### config.mk
export PLATFORM = sky130hd
export DESIGN_NAME = pipe_stage_reg
export DESIGN_NICKNAME = d
export VERILOG_FILES = /design/src/rtl/pipe_stage_reg.sv
export SDC_FILE = /design/constraint.sdc
export NUM_CORES = 1
export LEC_CHECK = 0
export ABC_AREA = 1
export CAP_MARGIN = 20
export CORE_AREA = 2 2 189 135
export CTS_CLUSTER_SIZE = 28
export DETAILED_ROUTE_END_ITERATION = 16
export DIE_AREA = 0 0 191 137
export PLACE_DENSITY = 0.67
export SLEW_MARGIN = 20
export SYNTH_ARGS = -nofsm -noshare
export SYNTH_HDL_FRONTEND = slang
export SYNTH_SLANG_ARGS = --single-unit
### constraint.sdc
create_clock -name clk_i -period 1.7 [get_ports clk_i]
set_input_delay 0.17 -clock clk_i [delete_from_list [all_inputs] [get_ports clk_i]]
set_output_delay 0.17 -clock clk_i [all_outputs]
set_load 0.03 [all_outputs]
### src/rtl/pipe_stage_reg.sv
// Ready/valid pipeline stage with a two-entry skid buffer, synchronous flush and bubble insertion.
// Optional saturating stall/flush statistics are built only when PIPE_STAGE_STATS_EN is defined.
module pipe_stage_reg #(
  parameter int CTRL_W = 8,
  parameter int DATA_W = 96,
  parameter int CNT_W  = 16
) (
  input  logic              clk_i,
  input  logic              rst_i,
  input  logic              valid_i,
  output logic              ready_o,
  input  logic [CTRL_W-1:0] ctrl_i,
  input  logic [DATA_W-1:0] data_i,
  input  logic              flush_i,
  output logic              valid_o,
  input  logic              ready_i,
  output logic [CTRL_W-1:0] ctrl_o,
  output logic [DATA_W-1:0] data_o,
  output logic [CNT_W-1:0]  stall_cnt_o,
  output logic [CNT_W-1:0]  flush_cnt_o
);

  logic              main_v_q,    main_v_d;
  logic              skid_v_q,    skid_v_d;
  logic [CTRL_W-1:0] main_ctrl_q, main_ctrl_d;
  logic [DATA_W-1:0] main_data_q, main_data_d;
  logic [CTRL_W-1:0] skid_ctrl_q, skid_ctrl_d;
  logic [DATA_W-1:0] skid_data_q, skid_data_d;
  logic              in_xfer_s;
  logic              out_xfer_s;

  // ready_o depends only on skid occupancy, so ready_i never reaches it combinationally.
  assign in_xfer_s  = valid_i & ~skid_v_q;
  assign out_xfer_s = main_v_q & ready_i;

  // Next-state for the head/skid pair; stored ctrl is kept zero whenever its slot is empty.
  always_comb begin
    main_v_d    = main_v_q;
    skid_v_d    = skid_v_q;
    main_ctrl_d = main_ctrl_q;
    main_data_d = main_data_q;
    skid_ctrl_d = skid_ctrl_q;
    skid_data_d = skid_data_q;
    if (flush_i) begin
      main_v_d    = 1'b0;
      skid_v_d    = 1'b0;
      main_ctrl_d = {CTRL_W{1'b0}};
      skid_ctrl_d = {CTRL_W{1'b0}};
    end else begin
      case ({main_v_q, skid_v_q})
        2'b00: begin
          if (in_xfer_s) begin
            main_v_d    = 1'b1;
            main_ctrl_d = ctrl_i;
            main_data_d = data_i;
          end else begin
            main_v_d    = 1'b0;
          end
        end
        2'b10: begin
          if (in_xfer_s && out_xfer_s) begin
            main_ctrl_d = ctrl_i;
            main_data_d = data_i;
          end else if (in_xfer_s) begin
            skid_v_d    = 1'b1;
            skid_ctrl_d = ctrl_i;
            skid_data_d = data_i;
          end else if (out_xfer_s) begin
            main_v_d    = 1'b0;
            main_ctrl_d = {CTRL_W{1'b0}};
          end else begin
            main_v_d    = 1'b1;
          end
        end
        2'b11: begin
          if (out_xfer_s) begin
            main_ctrl_d = skid_ctrl_q;
            main_data_d = skid_data_q;
            skid_v_d    = 1'b0;
            skid_ctrl_d = {CTRL_W{1'b0}};
          end else begin
            skid_v_d    = 1'b1;
          end
        end
        default: begin
          // Skid-only occupancy is unreachable; collapse to EMPTY.
          main_v_d    = 1'b0;
          skid_v_d    = 1'b0;
          main_ctrl_d = {CTRL_W{1'b0}};
          skid_ctrl_d = {CTRL_W{1'b0}};
        end
      endcase
    end
  end

  // Storage registers with synchronous reset.
  always_ff @(posedge clk_i) begin
    if (rst_i) begin
      main_v_q    <= 1'b0;
      skid_v_q    <= 1'b0;
      main_ctrl_q <= {CTRL_W{1'b0}};
      main_data_q <= {DATA_W{1'b0}};
      skid_ctrl_q <= {CTRL_W{1'b0}};
      skid_data_q <= {DATA_W{1'b0}};
    end else begin
      main_v_q    <= main_v_d;
      skid_v_q    <= skid_v_d;
      main_ctrl_q <= main_ctrl_d;
      main_data_q <= main_data_d;
      skid_ctrl_q <= skid_ctrl_d;
      skid_data_q <= skid_data_d;
    end
  end

  assign ready_o = ~skid_v_q;
  assign valid_o = main_v_q;
  assign ctrl_o  = main_ctrl_q;
  assign data_o  = main_data_q;

`ifdef PIPE_STAGE_STATS_EN
  logic [CNT_W-1:0] stall_cnt_q, stall_cnt_d;
  logic [CNT_W-1:0] flush_cnt_q, flush_cnt_d;
  logic             discard_s;

  function automatic logic [CNT_W-1:0] sat_inc(input logic [CNT_W-1:0] v);
    logic [CNT_W-1:0] r;
    if (&v) begin
      r = v;
    end else begin
      r = v + {{(CNT_W-1){1'b0}}, 1'b1};
    end
    return r;
  endfunction

  // A head delivered during the flush cycle is not a discard.
  assign discard_s = (main_v_q & ~ready_i) | skid_v_q | (valid_i & ~skid_v_q);

  // Saturating counter next-state.
  always_comb begin
    stall_cnt_d = stall_cnt_q;
    flush_cnt_d = flush_cnt_q;
    if (main_v_q && !ready_i) begin
      stall_cnt_d = sat_inc(stall_cnt_q);
    end else begin
      stall_cnt_d = stall_cnt_q;
    end
    if (flush_i && discard_s) begin
      flush_cnt_d = sat_inc(flush_cnt_q);
    end else begin
      flush_cnt_d = flush_cnt_q;
    end
  end

  // Counter registers, cleared only by reset.
  always_ff @(posedge clk_i) begin
    if (rst_i) begin
      stall_cnt_q <= {CNT_W{1'b0}};
      flush_cnt_q <= {CNT_W{1'b0}};
    end else begin
      stall_cnt_q <= stall_cnt_d;
      flush_cnt_q <= flush_cnt_d;
    end
  end

  assign stall_cnt_o = stall_cnt_q;
  assign flush_cnt_o = flush_cnt_q;
`else
  assign stall_cnt_o = {CNT_W{1'b0}};
  assign flush_cnt_o = {CNT_W{1'b0}};
`endif

endmodule

* After elaboration in Yosys (flattened, before gate mapping) *
Cells that the tools add are included.

word-level totals
  register bits = 210
  word-level logic and storage cells = 53

operators by class
  reduce and logical (&&, ||, !) cells = 10
  equal/unequal tests = 10
  multiplexer cells = 20
  bitwise operators = 7

operator list
  kind                number
  $mux 96             3
  $pmux 96 s3         1
  $mux 8              6
  $pmux 8 s3          2
  $ne 2x2->1 const B  6
  $reduce_and 4->1    3
  $mux 1              6
  $ne 3x3->1 const B  2
  $pmux 1 s3          2
  $reduce_and 3->1    2
  $not 1->1           5
  $reduce_and 5->1    1
  $eq 2x2->1 const B  2
  $reduce_bool 3->1   1
  $and 1x1->1         2
  $logic_not 2->1     1
  $reduce_or 2->1     1
  $logic_and 1x1->1   1

* Logic depth before layout (Yosys ltp) *
Gate-level depths: netlist (run 1).

  depth in word-level cells = 5
  gate-level depth with buffers = 10

* Worst setup path before layout (run 1) *
Ideal clock, no wire load.

  path kind = reg-to-reg
  start point = register main_v_q, in the netlist valid_o
  end point = register main_data_q[83], in the netlist data_o[83]
  required time = 1.587 ns
  clock period less this slack = 1.651 ns
  setup time = 0.113 ns
  arrival = 1.537 ns
  path slack = 0.049 ns
  stages on the path, launching flop included = 11
  cells stage by stage = dfxtp_1 > buf_4 > nand2_2 > buf_2 > buf_2 > nand2_1 > o21ai_0 > inv_1 > nand3_1 > nand2_1 > nor2_1

between the ends
  longest elaborated chain between the ends = 4

RTL lines
  element                            RTL line  RTL
  from (decl)                        23        logic main_v_q, main_v_d;
  from (signal assigned)             106       main_v_q <= main_v_d;
  $and 1x1->1                        34        assign out_xfer_s = main_v_q & ready_i;
  $logic_and 1x1->1                  61        if (in_xfer_s && out_xfer_s) begin
  $ne 2x2->1 (no source line)        --
  $reduce_and 5->1 (no source line)  --
  to (signal assigned)               102       main_data_q <= {DATA_W{1'b0}};
  to (signal assigned)               109       main_data_q <= main_data_d;
  to (decl)                          26        logic [DATA_W-1:0] main_data_q, main_data_d;

Several ways; a longest one is shown, not always the timed one.
A chain may end at the register's enable or synchronous reset.

* Final worst setup path (run 1) *
  start point = register main_v_q, in the netlist valid_o
  end point = register main_data_q[23], in the netlist data_o[23]

The elaborated chain is that of the path after synthesis.

==> impl_metrics.env, run 1 <==
export IMPL_syn_to_final_growth_pct=34.2
export IMPL_slowest_stage="dfxtp_2"
export IMPL_final_max_slew_viol_count=0
export IMPL_h_tree_depth=1
export IMPL_grt_max_degree=63
export IMPL_die_area_sq_um=26200
export IMPL_p_leak_nw=6.57
export IMPL_multiplexer_area_fraction_after_synthesis=0
export IMPL_final_net_count=1804
export IMPL_number_of_buffers_inserted_to_repair_setup_after_cts=0
export IMPL_worst_path_dominant_cell_family="buffers and inverters"
export IMPL_timing_slew_headroom=0.575
export IMPL_std_cell_rows=48
export IMPL_outcome="completed"
export IMPL_setup_tns_final_ns=0
export IMPL_worstHoldPathType="in -> reg"
export IMPL_irDropWorstVdd_mv=0.669
export IMPL_ioPinCount=247
export IMPL_post_dp_hpwl_um=17800
export IMPL_die_height_um=137
export IMPL_critical_path_max_fanout=25
export IMPL_reg2regPathDepth=8
export IMPL_synth_compound_gate_area_share=0.0976
export IMPL_timing_critical_path_from_type="register"
export IMPL_powerDensity_nw_per_um2=936
export IMPL_post_synth_instance_area_sq_um=9650
export IMPL_path_clk_slew_ns=0.07
export IMPL_ant_nets=0
export IMPL_synth_largest_type_area_fraction=0.436
export IMPL_synth_simple_area_share=0.337
export IMPL_min_period_over_period=0.928
export IMPL_endpoint_of_the_lowest_slack_register_to_register_path="data_o[23]$_SDFFE_PP0P_"
export IMPL_totalWireLength_um=27600
export IMPL_gr_usage_all_layers=0.199
export IMPL_critical_path_arrival_ns=2.02
export IMPL_start_util=0.397
export IMPL_holdCritStartpoint="data_i[28]"
export IMPL_clock_tree_root_cell="clkbuf_16"
export IMPL_hold_path_depth=3
export IMPL_path_cells="buf_4, inv_2, a21oi_4, nand2_1, clkinv_4, clkbuf_16, nor2_1, nor2_1"
export IMPL_regToRegSetupSlack_ns=0.12
export IMPL_timing_clock_skew_ns=0.0107
export IMPL_post_route_cells_drive_above_1_share=0.0561
export IMPL_detail_route_vias_per_cell=4.63
export IMPL_cp_data_required_time_ns=2.15
export IMPL_core_area_sq_um=24300
export IMPL_grt_antenna_before_repair=0
export IMPL_maxClockFrequency_mhz=634
export IMPL_timing_hold_violations_final=0
export IMPL_syn_avg_cell_area_sq_um=6.40
export IMPL_crit_buf_inv=4
export IMPL_crit_type="reg -> reg"
export IMPL_synth_seq_cells=210
export IMPL_synth_top_cell_by_area="dfxtp_1"
export IMPL_clock_sinks=210
export IMPL_die_width_um=191
export IMPL_cts_hold_fix_buffers=0
export IMPL_critical_path_reg2reg_startpoint="valid_o$_SDFFE_PP0P_"
export IMPL_crit_path_end_kind="register"
export IMPL_synth_top_cells_by_area="dfxtp_1, nand2_1, nor2_1"
export IMPL_clkLatencyLatePin_ns=0.51
export IMPL_whs_ns=0.290
export IMPL_count_of_cell_types_in_the_netlist=20
export IMPL_largest_family_of_logic_cells_by_synthesized_area="simple AND/OR/NAND/NOR gates"
export IMPL_tritoncts="built"
export IMPL_crit_path_frequent_cell="nor2_1"
export IMPL_finalCoreUtilization=0.533
export IMPL_yosys_area_share_adder=0
export IMPL_detailroute_via_count=9426
export IMPL_grt_pass1_vias=8376
export IMPL_synthesis_yosys_warnings=0
export IMPL_wl_per_cell_um=13.6
export IMPL_cts_path_max_buffers=3
export IMPL_finalSetupViolCount=0
export IMPL_synth_xor_xnor_area_share=0
export IMPL_synth_cells=1509
export IMPL_max_cap_viol_count=0
export IMPL_cts_buffers=23
export IMPL_gpl_final_weighted_congestion=0.815
export IMPL_insertedDiodeCount=0
export IMPL_first_iter_violations=570
export IMPL_globalRouteOverflowTotal=0
export IMPL_worst_path_largest_cell_delay_ns=0.39
export IMPL_tightest_slew_ns=0.635
export IMPL_port_buffers=214
export IMPL_grt_first_pass_wirelength_um=42500
export IMPL_route_detailed_drc=0
export IMPL_fin_crit_ns=1.58
export IMPL_worst_hold_path_endpoint="skid_data_q[28]$_SDFFE_PP0P_"
export IMPL_finalPower_mw=12.1
export IMPL_firstDrtPassIters=5
export IMPL_synth_seq_area_share=0.436
export IMPL_cp_num_cells=8
export IMPL_unrepaired_setup_endpoints_after_global_routing="no"
==> report_power, final <==
| group | internal [mW] | leakage, nW | switching, mW |
|---|---|---|---|
| logic | 0.798 | 4.50 | 1.27 |
| clock network | 2.75 | 0.359 | 2.06 |
| registers | 5.14 | 1.71 | 0.109 |
==> cells in the final DEF (no fill, tap or decap), types with 17 or more instances in the layout <==
cell type and count:
nor2_1 325, buf_4 23, nand3_1 112, o21ai_0 82, buf_12 17, dfxtp_1 208, conb_1 32, nand2_1 386
a21oi_1 52, dlymetal6s2s_1 22, clkbuf_16 26, inv_1 148, clkdlybuf4s50_1 108, o21ai_1 51, dlygate4sd2_1 83
==> synthesized netlist by cell type <==
master    number
clkbuf_1      47
nor2_2         1
nand3_1      112
o21ai_1       51
nand2_2        1
buf_1          7
o31ai_1        1
clkbuf_2       4
o21ai_0       82
nor2_1       325
dfxtp_1      210
a21oi_2        1
conb_1         1
clkinv_1       2
inv_1        149
nand2_1      388
buf_4         38
buf_2         32
inv_2          5
a21oi_1       52
==> flip-flops by register name, indices dropped and copies added, names as in the netlist <==
| signal | cells |
|---|---|
| skid_data_q | 96 |
| skid_ctrl_q | 8 |
| ctrl_o | 8 |
| data_o | 96 |
| valid_o | 1 |
| skid_v_q | 1 |
==> timing repair <==
| item | 4_1_cts | 5_1_grt |
|---|---|---|
| resized for setup | 86 | 27 |
| cloned | 0 | 3 |
| endpoints found under the setup margin | 84 | 78 |
==> metrics by stage <==
stage | cell area, sq um | cells | worst slack [ns]
global placement | 12200 | 1992 | -0.117
detailed placement | 12200 | 1992 | -0.185
finish | 13000 | 2036 | 0.122
global route | 13000 | 2036 | 0.0262
floorplan | 9770 | 1540 | 0.0494
CTS | 12800 | 2033 | 0.000216
==> cell families after synthesis <==
logic type / count (synthesis)
AND/OR/NAND/NOR: 827
AO/OA/AOI/OAI: 187
buffers and inverters: 284
other: 1
flip-flops: 210
==> worst register-to-register path: cells and delay by family, from the launching register on <==
kind,cells,cell delay (ns)
buf+inv,4,0.60
flops,1,0.39
compound gates,1,0.22
simple gates,3,0.30
==> cell type report <==
class | count | area [sq um]
clock buffers | 33 | 673
clock inverters | 8 | 46.3
fillers | 2428 | 11400
inverters | 156 | 593
multi-input cells | 1046 | 4340
flip-flops and latches | 210 | 4210
well taps | 325 | 407
repair buffers | 258 | 2690
==> per-layer routing <==
| metal | track usage | vias to the layer above | share of wire |
|---|---|---|---|
| li1 | - | 4932 | - |
| met1 | 0.269 | 4272 | 0.48 |
| met2 | 0.319 | 197 | 0.44 |
| met3 | 0.0574 | 25 | 0.073 |
| met4 | 0.0314 | 0 | 0.012 |
| met5 | 0 | - | 0 |
==> worst max-delay path by stage <==
stage,startpoint,to
after floorplan,valid_o$_SDFFE_PP0P_,data_o[83]$_SDFFE_PP0P_
after global placement,flush_i,ctrl_o[7]$_SDFFE_PP0P_
after detailed placement,flush_i,ctrl_o[6]$_SDFFE_PP0P_
after CTS,data_o[54]$_SDFFE_PP0P_,data_o[54]
after global routing,skid_v_q$_SDFFE_PP0P_,data_o[3]$_SDFFE_PP0P_
final,valid_o$_SDFFE_PP0P_,data_o[23]$_SDFFE_PP0P_
Note: power is estimated with default switching activity, not from simulation.
==> inputs of run 2 (changes only) <==
--- a/config.mk
+++ b/config.mk
@@ -11,7 +11,7 @@
 export CTS_CLUSTER_SIZE = 28
 export DETAILED_ROUTE_END_ITERATION = 16
 export DIE_AREA = 0 0 191 137
-export PLACE_DENSITY = 0.67
+export PLACE_DENSITY_LB_ADDON = 0.15
 export SLEW_MARGIN = 20
 export SYNTH_ARGS = -nofsm -noshare
 export SYNTH_HDL_FRONTEND = slang
==> run 2 against run 1 <==
Compared with the run above: first-iteration DRC count fell by 6.5%; sequential share of layout area fell by 0.26 points; flip-flop and latch count did not move; count of clock-buffer cells in the layout fell by 3; routed wire length fell by 2.6%; non-clock buffer count rose by 7; clock power rose by 3%; register-to-register slack improved by 0.04 ns; cell count rose by 0.34%; via count fell by 0.49%; clock skew fell by 0.00096 ns; combinational power barely moved.
==> impl_metrics.env, run 2 (same netlist as run 1, synthesis figures left out) <==
export IMPL_crit_type="reg -> out"
export IMPL_powerDensity_nw_per_um2=942
export IMPL_fillCellCount=2473
export IMPL_grt_first_pass_wirelength_um=43300
export IMPL_most_common_cell_after_layout_fill_and_taps_aside="nand2_1"
export IMPL_gpl_final_weighted_congestion=0.800
export IMPL_worstHoldPathType="in -> reg"
export IMPL_power_share_clock=0.404
export IMPL_detail_route_vias_per_cell=4.59
export IMPL_path_cells="buf_4, clkdlybuf4s15_2"
export IMPL_timing_clock_skew_ns=0.00972
export IMPL_critical_path_max_fanout=10
export IMPL_multi_input_area_sq_um=4350
export IMPL_max_cap_viol_count=0
export IMPL_fin_crit_ns=1.62
export IMPL_grt_antenna_before_repair=1
export IMPL_ant_nets=0
export IMPL_firstDrtPassIters=6
export IMPL_number_of_buffers_inserted_to_repair_setup_after_cts=0
export IMPL_grt_max_degree=53
export IMPL_clock_sinks=210
export IMPL_cts_path_max_buffers=3
export IMPL_ff_latch_area_sq_um=4210
export IMPL_layout_common_cells="nand2_1, nor2_1, dfxtp_1, inv_1, nand3_1"
export IMPL_cts_hold_fix_buffers=0
export IMPL_die_area_sq_um=26200
export IMPL_syn_to_final_growth_pct=35.3
export IMPL_internal_power_mw=8.89
export IMPL_first_iter_violations=533
export IMPL_std_cell_rows=48
export IMPL_whs_ns=0.284
export IMPL_p_leak_nw=6.53
export IMPL_post_dp_hpwl_um=17900
export IMPL_crit_path_end_kind="output pin"
export IMPL_route_detailed_drc=0
export IMPL_clkLatencyLatePin_ns=0.52
export IMPL_outcome="completed"
export IMPL_timing_hold_violations_final=0
export IMPL_unrepaired_setup_endpoints_after_global_routing="no"
export IMPL_swShare=0.277
export IMPL_maxClockFrequency_mhz=618
export IMPL_gr_usage_all_layers=0.203
export IMPL_grt_pass1_vias=8413
export IMPL_start_util=0.397
export IMPL_worst_path_dominant_cell_family="buffers and inverters"
export IMPL_port_buffers=214
export IMPL_irDropWorstVdd_mv=0.646
export IMPL_final_net_count=1811
export IMPL_cp_data_required_time_ns=1.53
export IMPL_core_area_sq_um=24300
export IMPL_share_seq_of_total_power=0.427
export IMPL_totalWireLength_um=26900
export IMPL_h_tree_depth=1
export IMPL_switchingPower_mw=3.41
export IMPL_clock_tree_root_cell="clkbuf_16"
export IMPL_post_route_cells_drive_above_1_share=0.0594
export IMPL_fraction_of_power_consumed_by_combinational_cells=0.169
export IMPL_crit_buf_inv=2
export IMPL_final_max_slew_viol_count=0
export IMPL_timing_critical_path_from_type="register"
export IMPL_die_height_um=137
export IMPL_die_width_um=191
export IMPL_slowest_stage="dfxtp_2"
export IMPL_cts_buffers=23
export IMPL_critical_path_arrival_ns=1.45
export IMPL_detailroute_via_count=9380
export IMPL_wl_per_cell_um=13.2
export IMPL_tritoncts="built"
export IMPL_globalRouteOverflowTotal=0
export IMPL_path_clk_slew_ns=0.06
export IMPL_ioPinCount=247
export IMPL_finalPower_mw=12.3
export IMPL_min_period_over_period=0.951
export IMPL_finalSetupViolCount=0
export IMPL_worst_path_largest_cell_delay_ns=0.40
## run 2: cell count changes in the layout (fill, tap and decap cells not counted), moves of 2 or more
cell	delta
buf_12	+9
dlygate4sd2_1	+9
dlymetal6s2s_1	-9
clkbuf_16	-3
clkbuf_8	-3
bufinv_16	+2
clkinv_2	+2
## run 2: worst min-delay path: cells and delay by family
family          cells  cell delay, ns
compound gates      1            0.13
simple gates        1            0.04
buf+inv             1            0.42
## run 2: area by class of cell
| type | instances | share of cell area |
|---|---|---|
| Timing Repair Buffer | 265 | 0.212 |
| Antenna cell | 1 | 0.000192 |
| Clock inverter | 10 | 0.00795 |
| Sequential cell | 210 | 0.322 |
| Clock buffer | 30 | 0.0484 |
| Multi-Input combinational cell | 1046 | 0.333 |
| Tap cell | 325 | 0.0311 |
| Inverter | 156 | 0.0453 |
## run 2: power groups by stage
stage | sequential (mW) | combinational (mW) | clock (mW)
6_report | 5.25 | 2.08 | 4.96
5_1_grt | 5.28 | 2.29 | 5.28
4_1_cts | 5.26 | 2.10 | 5.10
3_5_place_dp | 5.37 | 2.20 | 0
3_3_place_gp | 5.37 | 2.19 | 0
2_1_floorplan | 5.73 | 0.913 | 0
## run 2: worst paths after layout
check / start / end / slack (ns) / cells after the start
max: valid_o$_SDFFE_PP0P_ / valid_o / 0.08 / 2
min: data_i[41] / skid_data_q[41]$_SDFFE_PP0P_ / 0.28 / 3
max reg2reg: skid_v_q$_SDFFE_PP0P_ / skid_data_q[18]$_SDFFE_PP0P_ / 0.16 / 8
min reg2reg: skid_data_q[82]$_SDFFE_PP0P_ / skid_data_q[82]$_SDFFE_PP0P_ / 0.45 / 2
## run 2: timing repair
item / CTS / global route
pin swaps: 0 / 0
endpoints found under the setup margin: 93 / 22
resized for setup: 96 / 16
## run 2: stage by stage
step	setup slack (ns)	cells	util	setup TNS [ns]	cell area, sq um
6_report	0.0831	2043	0.537	0	13100
5_1_grt	0.00524	2042	0.537	0	13100
4_1_cts	0.000136	2042	0.535	0	13000
3_5_place_dp	-0.0634	2002	0.509	-4.90	12400
3_3_place_gp	-0.0271	2002	0.509	-1.58	12400
2_1_floorplan	0.0494	1540	-	0	9770
## run 2: per-layer routing
layer,up-vias,wire length (um),GRT usage
met5,-,0,0
met3,33,1690,0.0428
met4,0,453,0.0452
met1,4172,13100,0.285
li1,4954,-,-
met2,221,11600,0.319
==> inputs of run 3 (changes only) <==
==> config.mk (replaced) <==
export PLATFORM = sky130hd
export DESIGN_NAME = pipe_stage_reg
export DESIGN_NICKNAME = d
export VERILOG_FILES = /design/src/rtl/pipe_stage_reg.sv
export SDC_FILE = /design/constraint.sdc
export NUM_CORES = 1
export LEC_CHECK = 0
export CAP_MARGIN = 20
export CORE_AREA = 2 2 190 136
export CTS_CLUSTER_SIZE = 28
export DETAILED_ROUTE_END_ITERATION = 16
export DIE_AREA = 0 0 192 138
export PLACE_DENSITY_LB_ADDON = 0.15
export SYNTH_ARGS = -nofsm -noshare
export SYNTH_HDL_FRONTEND = slang
export SYNTH_SLANG_ARGS = --single-unit
==> run 3 against run 2 <==
Compared with the run above: clock skew fell by 0.0010 ns; register-to-register slack worse by 0.05 ns; worst setup slack worse by 0.049 ns.
==> impl_metrics.env, run 3 <==
export IMPL_outcome="completed"
export IMPL_post_route_cells_drive_above_1_share=0.108
export IMPL_die_height_um=138
export IMPL_finalSetupViolCount=0
export IMPL_globalRouteOverflowTotal=0
export IMPL_cp_data_required_time_ns=1.53
export IMPL_port_buffers=214
export IMPL_die_width_um=192
export IMPL_ff_latch_area_sq_um=4210
export IMPL_clkLatencyLatePin_ns=0.50
export IMPL_timing_clock_skew_ns=0.00868
export IMPL_detail_route_vias_per_cell=5.89
export IMPL_grt_max_degree=98
export IMPL_worst_path_dominant_cell_family="buffers and inverters"
export IMPL_synthTopCellsByCount="dfxtp_1, nand3_1, clkbuf_1"
export IMPL_multi_input_area_sq_um=4800
export IMPL_timing_hold_violations_final=0
export IMPL_syn_avg_cell_area_sq_um=8.55
export IMPL_post_synth_instance_area_sq_um=9780
export IMPL_dominantRegCellSynth="dfxtp_1"
export IMPL_post_dp_hpwl_um=19100
export IMPL_firstDrtPassIters=5
export IMPL_min_period_over_period=0.980
export IMPL_route_detailed_drc=0
export IMPL_most_common_cell_after_layout_fill_and_taps_aside="dfxtp_1"
export IMPL_synth_top_cell_by_area="dfxtp_1"
export IMPL_detailroute_via_count=9554
export IMPL_clock_sinks=210
export IMPL_synth_cells=1144
export IMPL_maxClockFrequency_mhz=600
export IMPL_syn_to_final_growth_pct=32.1
export IMPL_layout_common_cells="dfxtp_1, nand3_1, a21oi_1, clkdlybuf4s50_1, o21ai_0"
export IMPL_clock_tree_root_cell="clkbuf_16"
export IMPL_irDropWorstVdd_mv=0.533
export IMPL_synth_largest_type_area_fraction=0.430
export IMPL_ys_async_sr_fraction=0
export IMPL_slowest_stage="clkdlybuf4s50_1"
export IMPL_start_util=0.391
export IMPL_synth_seq_cells=210
export IMPL_ioPinCount=247
export IMPL_path_cells="clkdlybuf4s50_1"
export IMPL_worstHoldPathType="in -> reg"
export IMPL_synth_edff_count=0
export IMPL_std_cell_rows=49
export IMPL_worst_path_largest_cell_delay_ns=0.67
export IMPL_final_net_count=1387
export IMPL_crit_buf_inv=1
export IMPL_first_iter_violations=822
export IMPL_yosys_cell_count_top_type="dfxtp_1"
export IMPL_fin_crit_ns=1.67
export IMPL_ant_nets=0
export IMPL_timing_critical_path_from_type="register"
export IMPL_tritoncts="built"
export IMPL_core_area_sq_um=25000
export IMPL_whs_ns=0.265
export IMPL_finalPower_mw=11.7
export IMPL_grt_pass1_vias=9085
export IMPL_p_leak_nw=5.00
export IMPL_die_area_sq_um=26500
export IMPL_setup_tns_final_ns=0
export IMPL_finalCoreUtilization=0.516
export IMPL_critical_path_max_fanout=2
export IMPL_synthesis_yosys_warnings=0
export IMPL_final_max_slew_viol_count=0
export IMPL_max_cap_viol_count=0
export IMPL_cts_path_max_buffers=3
export IMPL_cts_buffers=23
export IMPL_fillCellCount=2342
export IMPL_synth_seq_area_share=0.430
export IMPL_gr_usage_all_layers=0.232
export IMPL_unrepaired_setup_endpoints_after_global_routing="no"
export IMPL_count_of_cell_types_in_the_netlist=31
export IMPL_totalWireLength_um=32100
export IMPL_path_clk_slew_ns=0.06
export IMPL_powerDensity_nw_per_um2=908
export IMPL_h_tree_depth=1
export IMPL_wl_per_cell_um=19.8
export IMPL_synth_top_cells_by_area="dfxtp_1, nand3_1, a41oi_1"
export IMPL_grt_first_pass_wirelength_um=50800
export IMPL_crit_type="reg -> out"
export IMPL_grt_antenna_before_repair=0
export IMPL_crit_path_end_kind="output pin"
export IMPL_critical_path_arrival_ns=1.50
export IMPL_insertedDiodeCount=0
export IMPL_gpl_final_weighted_congestion=0.757
==> run 3: changes by cell type in the layout (fill, tap and decap cells not counted), moves of 40 or more <==
cell	change
nand2_1	-288
inv_1	-148
a21oi_1	+60
nand3_1	+81
a41oi_1	+96
a311oi_2	+40
nor2_1	-323
a311oi_1	+56
o21ai_1	-51
==> run 3: worst reg2reg max path, stage by stage, from the launching register on <==
cell and delay (ns):
dfxtp_4 0.49, nand2b_4 0.21, buf_4 0.32, a41oi_1 0.20, a311oi_2 0.29
==> run 3: through the flow <==
| step | instances | cell area, sq um | setup slack, ns |
|---|---|---|---|
| final | 1622 | 12900 | 0.0345 |
| after global routing | 1622 | 12900 | 0.00729 |
| after CTS | 1618 | 12800 | 0.000984 |
| after detailed placement | 1579 | 12200 | -0.128 |
| after global placement | 1579 | 12200 | -0.102 |
| after floorplan | 1175 | 9890 | 0.0468 |
==> run 3: power by group <==
group	internal, mW	switching [mW]
Clock	2.62	1.95
Sequential	5.11	0.122
Combinational	0.753	1.17
==> run 3: cells by family (layout without fill, tap and decap cells) <==
family / count (synthesis) / count (layout) / synth area share
compound gates: 424 / 424 / 0.321
simple gates: 314 / 314 / 0.152
flops: 210 / 210 / 0.430
buf+inv: 195 / 311 / 0.0964
other cells: 1 / 32 / 0.000384
==> run 3: area by class of cell <==
class / count / share of cell area
multi-input combinational: 770 / 0.372
timing repair buffer: 271 / 0.217
tap: 331 / 0.0321
clock inverter: 4 / 0.00184
sequential: 210 / 0.326
inverter: 2 / 0.000969
clock buffer: 34 / 0.0501
==> run 3: path summary, 6_finish.rpt <==
check                               start                            to  slack [ns]  cells past startpoint
max reg2reg          valid_o$_SDFFE_PP0P_       data_o[24]$_SDFFE_PP0P_        0.11                      4
min                            data_i[64]  skid_data_q[64]$_SDFFE_PP0P_        0.26                      3
max               data_o[58]$_SDFFE_PP0P_                    data_o[58]        0.03                      1
min reg2reg  skid_data_q[92]$_SDFFE_PP0P_  skid_data_q[92]$_SDFFE_PP0P_        0.47                      2
==> run 3: routing by layer <==
| metal | share of wire | track usage | up-vias |
|---|---|---|---|
| li1 | - | - | 4565 |
| met1 | 0.46 | 0.347 | 4593 |
| met2 | 0.45 | 0.349 | 363 |
| met3 | 0.078 | 0.0485 | 33 |
| met4 | 0.012 | 0.0374 | 0 |
| met5 | 0 | 0 | - |
==> run 3: what timing repair did <==
action,CTS,global route
pin swaps,0,0
endpoints found under the setup margin,72,32
hold buffers,1,0
endpoints found under the hold margin,16,0
buffers inserted,0,4
resized for setup,72,31
==> RTL edit 1 (flow settings as in run 1) <==
Change the parameter `CTRL_W` from 8 to 12.
--- a/src/rtl/pipe_stage_reg.sv
+++ b/src/rtl/pipe_stage_reg.sv
@@ -2,5 +2,5 @@
 // Optional saturating stall/flush statistics are built only when PIPE_STAGE_STATS_EN is defined.
 module pipe_stage_reg #(
-  parameter int CTRL_W = 8,
+  parameter int CTRL_W = 12,
   parameter int DATA_W = 96,
   parameter int CNT_W  = 16
Ports: changed (resized ctrl_i and ctrl_o); port bits go from 247 to 255. No check against the original RTL was run, so the function may have changed too.
==> RTL edit 1 against run 1 <==
- sequential cell count up 8
- clock skew down 0.0036 ns
- total power up 3.2%
- critical path depth down 6
- area after synthesis up 5.9%
- cell area up 4.3%
- non-clock buffer count up 7
- core utilization up 2.3 points
- setup slack worse by 0.061 ns
- die area unchanged
- count of clock-buffer cells in the layout unchanged
- highest routed layer is now met5
- wire length up 8.2%
==> RTL edit 1: results (changes against run 1) <==
[status]
status=finished, final reports clean  ; unchanged

[global_route]
grt_pass1_vias=9070  ; was 8376
use_met1_pct=30.8  ; was 26.9%
met3_usage_pct=4.10  ; was 5.74%
met2_usage_pct=35.9  ; was 31.9%
grt_start_max_net_pins=76  ; was 63
antenna_found_initial=3  ; was 0
grt_first_pass_wirelength_mm=47.2  ; was 42.5 mm

[yosys]
async_reset_ff_share_pct=0  ; unchanged
synth_area_leaders=dfxtp_1, nor2_1, nand2_1  ; was dfxtp_1, nand2_1, nor2_1
avgSynthCellArea_um2=6.64  ; was 6.40 µm²
synth_common_cells=nor2_1, nand2_1, dfxtp_1  ; was nand2_1, nor2_1, dfxtp_1
yosysWarnings=0  ; unchanged
synth-seq-area-share_pct=42.7  ; was 43.6%

[placement]
hpwlAfterDp_mm=18.6  ; was 17.8 mm
gp_congestion=0.788  ; was 0.815
dp.cells=2015  ; was 1992
io_buffers=222  ; was 214
place_area_um2=12800  ; was 12200 µm²

[pwr]
vdd_drop_max_mv=0.647  ; was 0.669 mV
leakage_nw=6.64  ; was 6.57 nW

[sta]
skew_ns=0.00706  ; was 0.0107 ns
worst_hold_slack_ns=0.312  ; was 0.290 ns

[setup_path]
cp.arrival_ns=1.47  ; was 2.02 ns
crit_fanout=58  ; was 25
rrSetupSlack_ns=0.14  ; was 0.12 ns

[hold_path]
holdPathEnd=skid_data_q[91]  ; was skid_data_q[28]
hold_depth=3  ; unchanged
hp-start=data_i[91]  ; was data_i[28]
hp-class=in2reg  ; unchanged

[finish]
nets=1829  ; was 1804
layoutNonFillerInstCount=2056  ; was 2036
drive_above_1_share_pct=5.38  ; was 5.61%

[routing]
vias_per_cell=4.92  ; was 4.63
wl_per_cell_um=14.5  ; was 13.6 µm
drt_iter0_drc=657  ; was 570

[cts]
tritoncts.num_buffers=24  ; was 23

[RTL edit 1: stage by stage]
stage	setup TNS [ns]	utilization, %	setup WS [ns]
global placement	-6.61	52.6	-0.109
detailed placement	-12.76	52.6	-0.153
finish	0	55.6	0.0601
CTS	0	55.2	0.00151
floorplan	0	-	0.0535
global route	-0.0126	55.5	-0.0104
[RTL edit 1: where the power goes]
| part | leakage (nW) | switching, mW | total (mW) | internal [mW] |
|---|---|---|---|---|
| clock network | 0.375 | 2.05 | 4.92 | 2.87 |
| logic | 4.48 | 1.30 | 2.13 | 0.828 |
| registers | 1.78 | 0.129 | 5.47 | 5.34 |
| total | 6.64 | 3.48 | 12.5 | 9.04 |
[RTL edit 1: logic make-up after synthesis]
kind of cell | share of synthesized area [%]
other | 0.0367
AO/OA/AOI/OAI | 6.14
flip-flops | 42.7
buffers and inverters | 9.30
AND/OR/NAND/NOR | 41.8
[RTL edit 1: worst max-delay path, cell delays in order (launching register included)]
cell	delay, ns
dfxtp_4	0.43
buf_12	0.29
buf_4	0.22
[RTL edit 1: how the worst max path moves through the flow]
stage,to,start,slack (ns)
after floorplan,data_o[22],valid_o,0.05
after global placement,data_o[55],valid_i,-0.11
after detailed placement,data_o[13],valid_i,-0.15
after CTS,ctrl_o[10],ctrl_o[10],0.002
after global routing,data_o[68],valid_o,-0.01
final,valid_o,valid_o,0.06
[RTL edit 1: repair_timing]
item,CTS,global route
resized for setup,79,30
setup endpoints to repair,79,33
hold buffers,0,0
buffers inserted,0,0
[RTL edit 1: routing by layer]
layer  vias up  part of all wire [%]
met3        36                   6.6
met1      4668                    47
met5         -                 0.054
met4         2                   1.8
li1       5119                     -
met2       291                    44
[RTL edit 1: cell type report]
type / count / area (µm²)
clock inverters: 7 / 35.0
inverters: 47 / 181
flip-flops and latches: 218 / 4370
multi-input cells: 1160 / 5040
fillers: 2393 / 10800
repair buffers: 265 / 2770
well taps: 325 / 407
clock buffers: 33 / 706
diodes: 1 / 2.50
==> RTL edit 2 (config.mk and constraints of run 1) <==
Made on the original files. Build with the macro `PIPE_STAGE_STATS_EN` defined.
--- a/src/rtl/pipe_stage_reg.sv
+++ b/src/rtl/pipe_stage_reg.sv
@@ -1,4 +1,6 @@
 // Ready/valid pipeline stage with a two-entry skid buffer, synchronous flush and bubble insertion.
 // Optional saturating stall/flush statistics are built only when PIPE_STAGE_STATS_EN is defined.
+`define PIPE_STAGE_STATS_EN
+
 module pipe_stage_reg #(
   parameter int CTRL_W = 8,
Formal check against the unedited RTL: not equivalent (Yosys sat finds a counterexample within 4 cycles, from zero or initial values and one cycle with rst_i high).
==> RTL edit 2 against run 1 <==
- area after synthesis increased by 7.0%
- cell area increased by 10%
- register-to-register slack improved by 0.03 ns
- sequential share of layout area increased by 1.5 points
- first-iteration DRC count increased by 2.1%
- critical path depth decreased by 6
- setup slack got worse by 0.077 ns
- sequential power increased by 14%
- total power increased by 12%
- sequential cell count increased by 32
- count of clock-buffer cells in the layout decreased by 4
- core utilization increased by 5.4 points
- synthesized cell count decreased by 5.5%
- wire length increased by 4.8%
- critical path type is now reg2out
- largest cell class is now flip-flops and latches
==> RTL edit 2: results (changes against run 1) <==
[status]
status=finished, final reports clean  ; unchanged

[routing]
wl_met2_mm=12.6  ; was 12.1 mm
first_pass_iters=7  ; was 5
top_layer=met5  ; was met4
num_vias=10000  ; was 9426
drt_iter0_drc=582  ; was 570
wl_met3_mm=1.72  ; was 2.01 mm

[finish]
clkCellAreaFrac_pct=6.29  ; was 5.55%
clock_buffers=29  ; was 33
buffers_excl_clock=317  ; was 258
nMultiInputCombCells=988  ; was 1046
multi_input_area_share_pct=32.6  ; was 33.5%
layoutNonFillerInstCount=2022  ; was 2036
n_antenna_cell=2  ; was 0
nets=1787  ; was 1804
drive_above_1_share_pct=8.02  ; was 5.61%
regArea_um2=4850  ; was 4210 µm²
bufAreaShareNonClock_pct=21.5  ; was 20.8%
stdcell_area_um2=14300  ; was 13000 µm²
fill_cells=2291  ; was 2428

[setup_path]
crit_fanout=5  ; was 25
crit_slowest_cell=dfxtp_1  ; was dfxtp_2
cp.arrival_ns=1.49  ; was 2.02 ns

[yosys]
synth_area_leaders=dfxtp_1, o21ai_0, nor2_1  ; was dfxtp_1, nand2_1, nor2_1
synth-adder-area-share_pct=0.242  ; was 0%
synth_common_cells=nor2_1, dfxtp_1, nand2_1  ; was nand2_1, nor2_1, dfxtp_1
yosys.area_share.xor_xnor_pct=1.10  ; was 0%
synth-seq-area-share_pct=46.9  ; was 43.6%
avgSynthCellArea_um2=7.25  ; was 6.40 µm²
synth_compound_area_share_pct=20.1  ; was 9.76%
ys_ff_latch=242  ; was 210
ys_types=29  ; was 20
yosysWarnings=0  ; unchanged

[placement]
io_buffers=246  ; was 214
gp_congestion=0.833  ; was 0.815
dp.cells=1974  ; was 1992
hpwlAfterDp_mm=20.0  ; was 17.8 mm
pre_cts_ws_ns=-0.163  ; was -0.185 ns

[sta]
skew_ns=0.0148  ; was 0.0107 ns
worst_pin_slew_ns=0.447  ; was 0.635 ns

[global_route]
antenna_found_initial=4  ; was 0
grt_pass1_vias=9193  ; was 8376
use_met1_pct=30.7  ; was 26.9%
grt_usage_pct=21.7  ; was 19.9%
met2_usage_pct=34.0  ; was 31.9%
met3_usage_pct=4.38  ; was 5.74%
grt_start_max_net_pins=71  ; was 63

[pwr]
pg_seq_mw=5.99  ; was 5.25 mW
leakage_nw=6.48  ; was 6.57 nW
p_switching_mw=3.39  ; was 3.44 mW
p_clk_mw=5.97  ; was 4.81 mW

[cts]
tritoncts.num_buffers=25  ; was 23
htreeDepth=1  ; unchanged

[RTL edit 2: what timing repair did]
action,CTS,global route
hold buffers,0,0
setup endpoints to repair,136,22
gates resized for setup,137,7
setup buffers,0,0
endpoints found under the hold margin,0,0
[RTL edit 2: final timing paths]
| kind | endpoint | from | depth (start not counted) | slack, ns |
|---|---|---|---|---|
| max | flush_cnt_o[2] | flush_cnt_o[2] | 2 | 0.04 |
| min | skid_data_q[95] | data_i[95] | 3 | 0.27 |
| max reg2reg | stall_cnt_o[13] | stall_cnt_o[1] | 9 | 0.15 |
| min reg2reg | skid_data_q[86] | skid_data_q[86] | 2 | 0.44 |
[RTL edit 2: tightest hold or removal path, stage by stage]
cell	delay, ns
clkdlybuf4s50_1	0.42
nor2_1	0.11
nor2_1	0.05
[RTL edit 2: cell families after synthesis]
logic type,count (synthesis)
buffers and inverters,196
AND/OR/NAND/NOR,594
XOR/XNOR,13
adder cells (fa/ha/maj),2
flip-flops,242
AO/OA/AOI/OAI,379
